==> config.mk <==
export PLATFORM = sky130hd
export DESIGN_NAME = mdr_seq_unit_flat
export DESIGN_NICKNAME = d
export VERILOG_FILES = /design/src/rtl/mdr_seq_unit_if.sv /design/src/rtl/mdr_seq_unit.sv /design/src/flat_wrapper.sv
export SDC_FILE = /design/constraint.sdc
export NUM_CORES = 1
export LEC_CHECK = 0
export ABC_AREA = 1
export BUFFER_PORTS_ARGS = -buffer_cell sky130_fd_sc_hd__buf_2
export CAP_MARGIN = 20
export CORE_UTILIZATION = 45
export CTS_CLUSTER_SIZE = 40
export DETAILED_ROUTE_END_ITERATION = 12
export HOLD_SLACK_MARGIN = 0.15
export PLACE_DENSITY_LB_ADDON = 0.08
export SLEW_MARGIN = 10
export SYNTH_ARGS = -nofsm -noshare
export SYNTH_HDL_FRONTEND = slang
export SYNTH_SLANG_ARGS = --single-unit
==> constraint.sdc <==
create_clock -name clk -period 4.1 [get_ports clk]
set_input_delay 0.41 -clock clk [delete_from_list [all_inputs] [get_ports clk]]
set_output_delay 0.41 -clock clk [all_outputs]
set_load 0.01 [all_outputs]
==> src/rtl/mdr_seq_unit_if.sv <==
// Handshake and data bundle between a host and the MDR sequential unit.
// The host drives op/data/start/load; the unit answers with requests and results.
interface mdr_seq_unit_if #(
  parameter int WIDTH = 16
) ();
  logic [1:0]       op;
  logic [WIDTH-1:0] data;
  logic             start;
  logic             load;
  logic             load_x;
  logic             load_y;
  logic             ready;
  logic             error;
  logic [WIDTH-1:0] result;
  logic [WIDTH-1:0] remainder;

  modport master (
    output op, data, start, load,
    input  load_x, load_y, ready, error, result, remainder
  );

  modport slave (
    input  op, data, start, load,
    output load_x, load_y, ready, error, result, remainder
  );
endinterface

==> src/rtl/mdr_seq_unit.sv <==
// Sequential multiply / divide / square-root unit with serial operand loading.
// Iterates on operand magnitudes and applies sign and error checks at the end.
module mdr_seq_unit #(
  parameter int WIDTH     = 16,
  parameter bit SIGNED_EN = 1'b1
) (
  input  logic          clk,
  input  logic          rst,
  mdr_seq_unit_if.slave bus
);

  localparam int H  = WIDTH / 2;
  localparam int CW = $clog2(WIDTH + 1) + 1;

  localparam logic [1:0] OP_MUL  = 2'b00;
  localparam logic [1:0] OP_DIV  = 2'b01;
  localparam logic [1:0] OP_SQRT = 2'b10;
  localparam logic [1:0] OP_RSV  = 2'b11;

  localparam logic [WIDTH-1:0] MIN_NEG = {1'b1, {(WIDTH-1){1'b0}}};

  typedef enum logic [2:0] {
    S_IDLE,
    S_LOAD_X,
    S_LOAD_Y,
    S_CALC,
    S_DONE
  } state_t;

  state_t r_state;
  state_t w_next;

  logic [1:0]       r_op;
  logic [WIDTH-1:0] r_x;
  logic [WIDTH-1:0] r_y;
  logic [CW-1:0]    r_cnt;
  logic [WIDTH-1:0] r_acc;
  logic [WIDTH-1:0] r_q;
  logic [WIDTH-1:0] r_m;
  logic [H-1:0]     r_root;
  logic             r_err;
  logic [WIDTH-1:0] r_res;
  logic [WIDTH-1:0] r_rem;

  logic             w_sx;
  logic             w_sy;
  logic [WIDTH-1:0] w_mx;
  logic [WIDTH-1:0] w_my;
  logic [CW-1:0]    w_n;
  logic             w_last;

  logic [WIDTH:0]   w_msum;
  logic [WIDTH:0]   w_dsh;
  logic             w_dge;
  logic [WIDTH-1:0] w_ddif;
  logic [WIDTH+1:0] w_ssh;
  logic [WIDTH+1:0] w_strial;
  logic             w_sge;
  logic [WIDTH-1:0] w_sdif;

  logic [2*WIDTH-1:0] w_prod;
  logic [2*WIDTH-1:0] w_sprod;
  logic               w_mul_ovf;
  logic               w_div_ovf;
  logic               w_err;
  logic [WIDTH-1:0]   w_res;
  logic [WIDTH-1:0]   w_rem;

  assign w_sx = SIGNED_EN && r_x[WIDTH-1];
  assign w_sy = SIGNED_EN && r_y[WIDTH-1];
  assign w_mx = w_sx ? -r_x : r_x;
  assign w_my = w_sy ? -r_y : r_y;

  assign w_n    = (r_op == OP_SQRT) ? CW'(H) : CW'(WIDTH);
  assign w_last = (r_cnt == w_n);

  // shift-add: {r_acc, r_q} is the running product
  assign w_msum = {1'b0, r_acc} + (r_q[0] ? {1'b0, r_m} : '0);

  // restoring: r_acc is the partial remainder, r_q the dividend/quotient
  assign w_dsh  = {r_acc, r_q[WIDTH-1]};
  assign w_dge  = (w_dsh >= {1'b0, r_m});
  assign w_ddif = WIDTH'(w_dsh - {1'b0, r_m});

  // digit-by-digit root: two radicand bits enter per step
  assign w_ssh    = {r_acc, r_q[WIDTH-1 -: 2]};
  assign w_strial = (WIDTH+2)'({r_root, 2'b01});
  assign w_sge    = (w_ssh >= w_strial);
  assign w_sdif   = WIDTH'(w_ssh - w_strial);

  assign w_prod  = {r_acc, r_q};
  assign w_sprod = (w_sx ^ w_sy) ? -w_prod : w_prod;

  assign w_mul_ovf = SIGNED_EN
    ? !((&w_sprod[2*WIDTH-1:WIDTH-1]) ||
        !(|w_sprod[2*WIDTH-1:WIDTH-1]))
    : (|w_prod[2*WIDTH-1:WIDTH]);

  assign w_div_ovf = SIGNED_EN && (r_x == MIN_NEG) && (&r_y);

  always_comb begin
    w_err = 1'b0;
    w_res = '0;
    w_rem = '0;
    unique case (r_op)
      OP_MUL: begin
        w_err = w_mul_ovf;
        w_res = w_sprod[WIDTH-1:0];
      end
      OP_DIV: begin
        if (r_y == '0) begin
          w_err = 1'b1;
        end else begin
          w_err = w_div_ovf;
          w_res = (w_sx ^ w_sy) ? -r_q : r_q;
          w_rem = w_sx ? -r_acc : r_acc;
        end
      end
      OP_SQRT: begin
        if (w_sx) begin
          w_err = 1'b1;
        end else begin
          w_res = WIDTH'(r_root);
          w_rem = r_acc;
        end
      end
      OP_RSV: begin
        w_err = 1'b1;
      end
    endcase
  end

  always_comb begin
    w_next = r_state;
    unique case (r_state)
      S_IDLE: begin
        if (bus.start)
          w_next = (bus.op == OP_RSV) ? S_DONE : S_LOAD_X;
      end
      S_LOAD_X: begin
        if (bus.load)
          w_next = (r_op == OP_SQRT) ? S_CALC : S_LOAD_Y;
      end
      S_LOAD_Y: begin
        if (bus.load)
          w_next = S_CALC;
      end
      S_CALC: begin
        if (w_last)
          w_next = S_DONE;
      end
      S_DONE: begin
        w_next = S_IDLE;
      end
      default: begin
        w_next = S_IDLE;
      end
    endcase
  end

  always_ff @(posedge clk or posedge rst) begin
    if (rst)
      r_state <= S_IDLE;
    else
      r_state <= w_next;
  end

  always_ff @(posedge clk or posedge rst) begin
    if (rst) begin
      r_op   <= OP_MUL;
      r_x    <= '0;
      r_y    <= '0;
      r_cnt  <= '0;
      r_acc  <= '0;
      r_q    <= '0;
      r_m    <= '0;
      r_root <= '0;
      r_err  <= 1'b0;
      r_res  <= '0;
      r_rem  <= '0;
    end else begin
      unique case (r_state)
        S_IDLE: begin
          r_cnt <= '0;
          if (bus.start) begin
            r_op  <= bus.op;
            r_err <= 1'b0;
          end
        end
        S_LOAD_X: begin
          if (bus.load)
            r_x <= bus.data;
        end
        S_LOAD_Y: begin
          if (bus.load)
            r_y <= bus.data;
        end
        S_CALC: begin
          r_cnt <= r_cnt + 1'b1;
          // first CALC cycle conditions operands into magnitude form
          if (r_cnt == '0) begin
            r_acc  <= '0;
            r_root <= '0;
            unique case (r_op)
              OP_MUL: begin
                r_q <= w_my;
                r_m <= w_mx;
              end
              OP_DIV: begin
                r_q <= w_mx;
                r_m <= w_my;
              end
              default: begin
                r_q <= r_x;
                r_m <= '0;
              end
            endcase
          end else begin
            unique case (r_op)
              OP_MUL: begin
                r_acc <= w_msum[WIDTH:1];
                r_q   <= {w_msum[0], r_q[WIDTH-1:1]};
              end
              OP_DIV: begin
                r_acc <= w_dge ? w_ddif : w_dsh[WIDTH-1:0];
                r_q   <= {r_q[WIDTH-2:0], w_dge};
              end
              default: begin
                r_acc  <= w_sge ? w_sdif : w_ssh[WIDTH-1:0];
                r_root <= {r_root[H-2:0], w_sge};
                r_q    <= {r_q[WIDTH-3:0], 2'b00};
              end
            endcase
          end
        end
        S_DONE: begin
          r_cnt <= '0;
          r_err <= w_err;
          r_res <= w_res;
          r_rem <= w_rem;
        end
        default: begin
          r_cnt <= '0;
        end
      endcase
    end
  end

  assign bus.ready     = (r_state == S_IDLE);
  assign bus.load_x    = (r_state == S_LOAD_X);
  assign bus.load_y    = (r_state == S_LOAD_Y);
  assign bus.error     = r_err;
  assign bus.result    = r_res;
  assign bus.remainder = r_rem;

endmodule

==> src/flat_wrapper.sv <==
// flat-port wrapper written by rule: the top's interface ports become plain ports
module mdr_seq_unit_flat 
#(
  parameter int WIDTH     = 16,
  parameter bit SIGNED_EN = 1'b1
)
  (clk, rst, bus_op, bus_data, bus_start, bus_load, bus_load_x, bus_load_y, bus_ready, bus_error, bus_result, bus_remainder);
  mdr_seq_unit_if #(.WIDTH(WIDTH)) bus_i ();
  input  logic clk;
  input  logic rst;
  input wire logic [$bits(bus_i.op)-1:0] bus_op;
  input wire logic [$bits(bus_i.data)-1:0] bus_data;
  input wire logic [$bits(bus_i.start)-1:0] bus_start;
  input wire logic [$bits(bus_i.load)-1:0] bus_load;
  output wire logic [$bits(bus_i.load_x)-1:0] bus_load_x;
  output wire logic [$bits(bus_i.load_y)-1:0] bus_load_y;
  output wire logic [$bits(bus_i.ready)-1:0] bus_ready;
  output wire logic [$bits(bus_i.error)-1:0] bus_error;
  output wire logic [$bits(bus_i.result)-1:0] bus_result;
  output wire logic [$bits(bus_i.remainder)-1:0] bus_remainder;
  assign bus_i.op = bus_op;
  assign bus_i.data = bus_data;
  assign bus_i.start = bus_start;
  assign bus_i.load = bus_load;
  assign bus_load_x = bus_i.load_x;
  assign bus_load_y = bus_i.load_y;
  assign bus_ready = bus_i.ready;
  assign bus_error = bus_i.error;
  assign bus_result = bus_i.result;
  assign bus_remainder = bus_i.remainder;
  mdr_seq_unit #(.WIDTH(WIDTH), .SIGNED_EN(SIGNED_EN)) u_core (.clk(clk), .rst(rst), .bus(bus_i));
endmodule
After elaboration in Yosys (flattened, before gate mapping). Index checks and enable logic that the tools add are counted.

Add/subtract/negate cells: 9. Magnitude comparators: 2. Equality and inequality tests: 15. Mux-type cells: 36. Bitwise operators: 1. Reductions and logical operators: 21.

Operators with widths (count): 16-bit 2-to-1 mux (12); 16-bit case mux with 2 select lines (5); 16-bit negator (4); 16-bit case mux with 3 select lines (1); 32-bit 2-to-1 mux (1); 32-bit negator (1); 8-bit 2-to-1 mux (3); 18-bit by 10-bit greater-or-equal comparator with 1-bit output (1); 16-bit by 16-bit adder with 17-bit output (1); 17-bit by 16-bit greater-or-equal comparator with 1-bit output (1); 17-bit AND reduction (1); 17-bit OR reduction (1); 16-bit equality test, second input constant (1); 16-bit logical NOT (1); 16-bit AND reduction (1); 16-bit by 10-bit subtractor with 16-bit output (1); 16-bit subtractor (1); 3-bit 2-to-1 mux (5); 3-bit case mux with 4 select lines (1); 6-bit case mux with 2 select lines (1); 2-bit AND reduction (6); 6-bit by 1-bit adder with 6-bit output, second input constant (1); 2-bit equality test, second input constant (3); 3-bit by 2-bit equality test with 1-bit output, second input constant (2); other kinds (20) (28).

Flip-flop bits (word level): 132. Input bits: 22. Output and inout bits: 36.

Depth between registers and ports, before layout.
Depth after elaboration: 8. Gate-level depth with buffers: 25. Gate-level depth less buffers: 23.

Worst setup path after synthesis. No wires, ideal clock.

Path kind: flip-flop to flip-flop. Start point: reg u_core.r_q[0]. End point: reg u_core.r_acc[11]. Setup time: 0.117 ns. Data arrival time: 2.450 ns. Required time: 3.983 ns. Slack: 1.534 ns. Cell stages (with the launch flop): 26. Buffers on the path: 2. Cell sequence: dfrtp_1 -> buf_2 -> buf_1 -> nand2_1 -> inv_1 -> ha_1 -> inv_1 -> fa_1 -> inv_1 -> nand2_1 -> nand2_1 -> nand2_1 -> nand2_1 -> nand2_1 -> nand2_1 -> nand3_1 -> nand2_1 -> nand2_1 -> nand2_1 -> nand2_1 -> nand3_1 -> nand2_1 -> inv_1 -> nand2_1 -> nand2_1 -> nand2_1.

Word-level cells in the longest chain between the ends: 4.

Ends and longest elaborated chain: start, declared (RTL line mdr_seq_unit.sv:38) `logic [WIDTH-1:0] r_q;`; start signal, assigned (RTL line mdr_seq_unit.sv:206) `r_q <= w_my;`; start signal, assigned (RTL line mdr_seq_unit.sv:210) `r_q <= w_mx;`; start signal, assigned (RTL line mdr_seq_unit.sv:214) `r_q <= r_x;`; 16-bit 2-to-1 mux (RTL line mdr_seq_unit.sv:78) `assign w_msum = {1'b0, r_acc} + (r_q[0] ? {1'b0, r_m} : '0);`; 16-bit by 16-bit adder with 17-bit output (RTL line mdr_seq_unit.sv:78); 16-bit case mux with 2 select lines (RTL line mdr_seq_unit.sv:219) `unique case (r_op)`; 16-bit 2-to-1 mux (RTL line mdr_seq_unit.sv:201) `if (r_cnt == '0) begin`; end signal, assigned (RTL line mdr_seq_unit.sv:221) `r_acc <= w_msum[WIDTH:1];`; end signal, assigned (RTL line mdr_seq_unit.sv:225) `r_acc <= w_dge ? w_ddif : w_dsh[WIDTH-1:0];`; end signal, assigned (RTL line mdr_seq_unit.sv:229) `r_acc <= w_sge ? w_sdif : w_ssh[WIDTH-1:0];`; end, declared (RTL line mdr_seq_unit.sv:37) `logic [WIDTH-1:0] r_acc;`.

Every way passes these cells. A chain may end at the register's enable or synchronous reset.

Worst setup path in the final report.
Start point: reg u_core.r_q[0]. End point: reg u_core.r_acc[8].

Same word-level chain as after synthesis.

==> flow_summary.json <==
{
  "crit_top_cell": "nand2_1",
  "start_util": 0.4605,
  "vias_per_cell": 5.570,
  "rsz0062_at_grt": "no",
  "drtIter0Drc": 1194,
  "dieArea_mm2": 0.02560,
  "fin_crit_sh": 0.7056,
  "port_buffers": 57,
  "cts_tree": "done",
  "status": "finished clean",
  "cts_buffers": 17,
  "r2r_cells": 15,
  "setup_viol": 0,
  "num_rows": 57,
  "ios": 58,
  "setup_tns_ns": 0,
  "vias": 11250,
  "grt_pass1_vias": 10580,
  "crit_chain": "nand2_1 -> inv_1 -> ha_1 -> nand3_1 -> nand3_1 -> a21boi_0 -> o21ai_1 -> nand3_1 -> nand3b_1 -> nand3_1 -> nand2_1 -> inv_1 -> nand2_1 -> nand2_1 -> nand2_1",
  "cts_resized": 0,
  "slowest_delay_ns": 0.71,
  "antennaDiodeCount": 0,
  "numClockSinks": 132,
  "yosysSeqAreaShare": 0.2941,
  "clk_latency_ns": 0.45,
  "r2r_slack_ns": 1.21,
  "async_reset_ff_frac": 1.000,
  "end_kind": "flop",
  "cp-endpoint": "u_core.r_acc[8]$_DFFE_PP0P_",
  "hpwl_um": 28350,
  "antenna_found_initial": 0,
  "p_leak_nw": 6.350,
  "crit_path_start": "u_core.r_q[0]$_DFFE_PP0P_",
  "p_seq_frac": 0.211,
  "synthesis.area_mm2": 0.01123,
  "drt-pass1-iter-count": 5,
  "path_max_fanout": 18,
  "clock.fmax_mhz": 345.7,
  "switchingPower_mw": 6.871,
  "synth-edff-count": 0,
  "synth.distinct_cells": 60,
  "grt_pass1_wl_um": 59210,
  "syn_area_per_cell_um2": 6.783,
  "num-fill-cells": 2532,
  "routed_wl_um": 37170,
  "maxSlewViolCount": 0,
  "regToRegEndpoint": "u_core.r_acc[8]$_DFFE_PP0P_",
  "min_period_ns": 2.893,
  "nets": 1760,
  "gp_congestion": 0.9446,
  "remaining_drc_errors": 0,
  "worst_ep_arrival_time_ns": 3.21,
  "p_int_mw": 5.329,
  "track_usage": 0.2975,
  "power_density_mw_per_mm2": 988.9,
  "synth_fp_nets": 1734,
  "hp-class": "primary input to flop",
  "grt_max_degree": 87,
  "area_growth_pct": 9.836,
  "final_common_cell": "nand2_1",
  "skew_ns": 0.02842,
  "wl_per_cell_um": 18.41,
  "synthCells": 1656,
  "path_class": "flop to flop",
  "cts_buffer_depth": 2,
  "cap_violations": 0,
  "ctsHtreeMaxLevel": 4,
  "tightest_slew_ns": 0.9489,
  "synth_seq_cells": 132,
  "synth_flop_cell": "dfrtp_1",
  "finalHoldViolCount": 0,
  "start_kind": "flop",
  "cp_num_cells": 15,
  "fp.dieW_um": 160.0,
  "final_cell_mix": "431 x nand2_1, 200 x inv_1, 135 x o21ai_0",
  "timing.rr.start": "u_core.r_q[0]$_DFFE_PP0P_",
  "antenna_left": 0,
  "cp.buffers_inverters": 2,
  "synth_warnings": 0,
  "grt_overflow": 0,
  "pwr-share-clk": 0.131,
  "path_delay_family": "simple AND/OR/NAND/NOR gates",
  "layout-drive-gt1-share": 0.09735,
  "crit_required_ns": 4.42,
  "cts-root-buf": "clkbuf_16",
  "combPwrFrac": 0.658,
  "total_power_mw": 12.20,
  "slew-limit-headroom": 0.3674,
  "clk_pin_slew_worst_paths_ns": 0.07,
  "die_h_um": 160.0,
  "core_area_mm2": 0.02439,
  "peakVddDrop_mv": 0.4986,
  "slowest_stage": "dfrtp_1",
  "p_sw_frac": 0.5632
}
==> cell type report <==
cell class / count / area, µm² / area share
multi-input cells: 1241 / 6792 / 0.5505
flip-flops and latches: 132 / 3303 / 0.2677
inverters: 218 / 834.6 / 0.06765
clock buffers: 17 / 425.4 / 0.03448
repair buffers: 72 / 412.9 / 0.03347
well taps: 324 / 405.4 / 0.03286
clock inverters: 15 / 163.9 / 0.01329
==> state kept, by name (all words and copies together), names as in the netlist <==
signal	flops
u_core.r_op	2
u_core.r_root	8
u_core.bus.remainder	16
u_core.r_y	16
u_core.r_cnt	6
u_core.bus.error	1
u_core.r_state	3
u_core.r_m	16
u_core.r_q	16
u_core.r_acc	16
u_core.bus.result	16
u_core.r_x	16
==> worst min-delay path by stage <==
stage               slack (ns)                          to                 startpoint  depth (start not counted)
detailed placement        0.46   u_core.r_x[6]$_DFFE_PP0P_                        rst                          2
CTS                       0.22   u_core.r_y[9]$_DFFE_PP0P_                bus_data[9]                          3
floorplan                 0.45   u_core.r_x[6]$_DFFE_PP0P_  u_core.r_x[6]$_DFFE_PP0P_                          2
finish                    0.22   u_core.r_y[9]$_DFFE_PP0P_                bus_data[9]                          3
global placement          0.46   u_core.r_x[6]$_DFFE_PP0P_                        rst                          2
global route              0.24  u_core.r_y[13]$_DFFE_PP0P_               bus_data[13]                          3
==> stage by stage <==
stage,instance area [µm²],utilization,std cells,setup slack (ns),hold WS [ns]
after global placement,11740,0.4812,1986,1.305,0.4581
after global routing,12340,0.5058,2019,0.8426,0.2351
after floorplan,11230,-,1656,0.1640,0.4530
final,12340,0.5058,2019,1.207,0.2171
after detailed placement,11740,0.4812,1986,1.218,0.4618
after CTS,12340,0.5058,2019,1.196,0.2159
==> tightest hold or removal path, stage by stage <==
cell     delay [ns]
buf_2          0.09
inv_1          0.05
o21ai_0        0.07
==> cell families after synthesis <==
logic type               Yosys count  share of synthesized area
AO/OA/AOI/OAI                    380                     0.2003
adder cells (fa/ha/maj)           56                    0.06372
buffers and inverters            283                     0.1017
AND/OR/NAND/NOR                  734                     0.2848
XOR/XNOR                          71                    0.05536
flip-flops                       132                     0.2941
==> cells in the mapped netlist, drive strengths merged (2+ instances only) <==
library cell,number,area share
o31ai,4,0.0027
o221ai,3,0.0023
nor2,144,0.058
a31oi,7,0.0052
o211ai,10,0.0067
buf,28,0.015
xnor2,13,0.010
nand3b,8,0.0076
clkinv,4,0.0014
o2111ai,2,0.0016
a21oi,101,0.045
a21o,2,0.0013
nor3,17,0.0090
or2,4,0.0022
a22oi,19,0.013
o22ai,28,0.016
o21ai,161,0.074
inv,214,0.072
fa,2,0.0036
a21boi,3,0.0020
o21bai,8,0.0063
nand2,439,0.15
xor2,58,0.045
a221oi,7,0.0055
o311ai,7,0.0055
a32oi,5,0.0039
clkbuf,37,0.012
a22o,9,0.0070
nand4,14,0.0078
ha,54,0.060
a211oi,2,0.0013
dfrtp,132,0.29
nand3,105,0.049
==> power by group through the flow <==
stage               registers, mW  clock network [mW]  logic, mW
floorplan                    2.29                   0       6.02
global placement             2.57                   0       7.89
detailed placement           2.58                   0       7.89
CTS                          2.56                1.61       7.93
global route                 2.64                1.67       8.96
finish                       2.58                1.60       8.03
==> layer usage <==
layer  GRT usage  wire length (µm)
met1      0.4258             17300
met5           0                 0
met4      0.1039              1062
met2      0.4563             16340
met3     0.04312              2463
==> timing repair <==
action	4_1_cts	5_1_grt
hold endpoints to repair	46	0
setup endpoints to repair	0	0
buffers inserted	0	0
hold buffers	1	0
No activity file was read; power rests on OpenSTA's default activity.
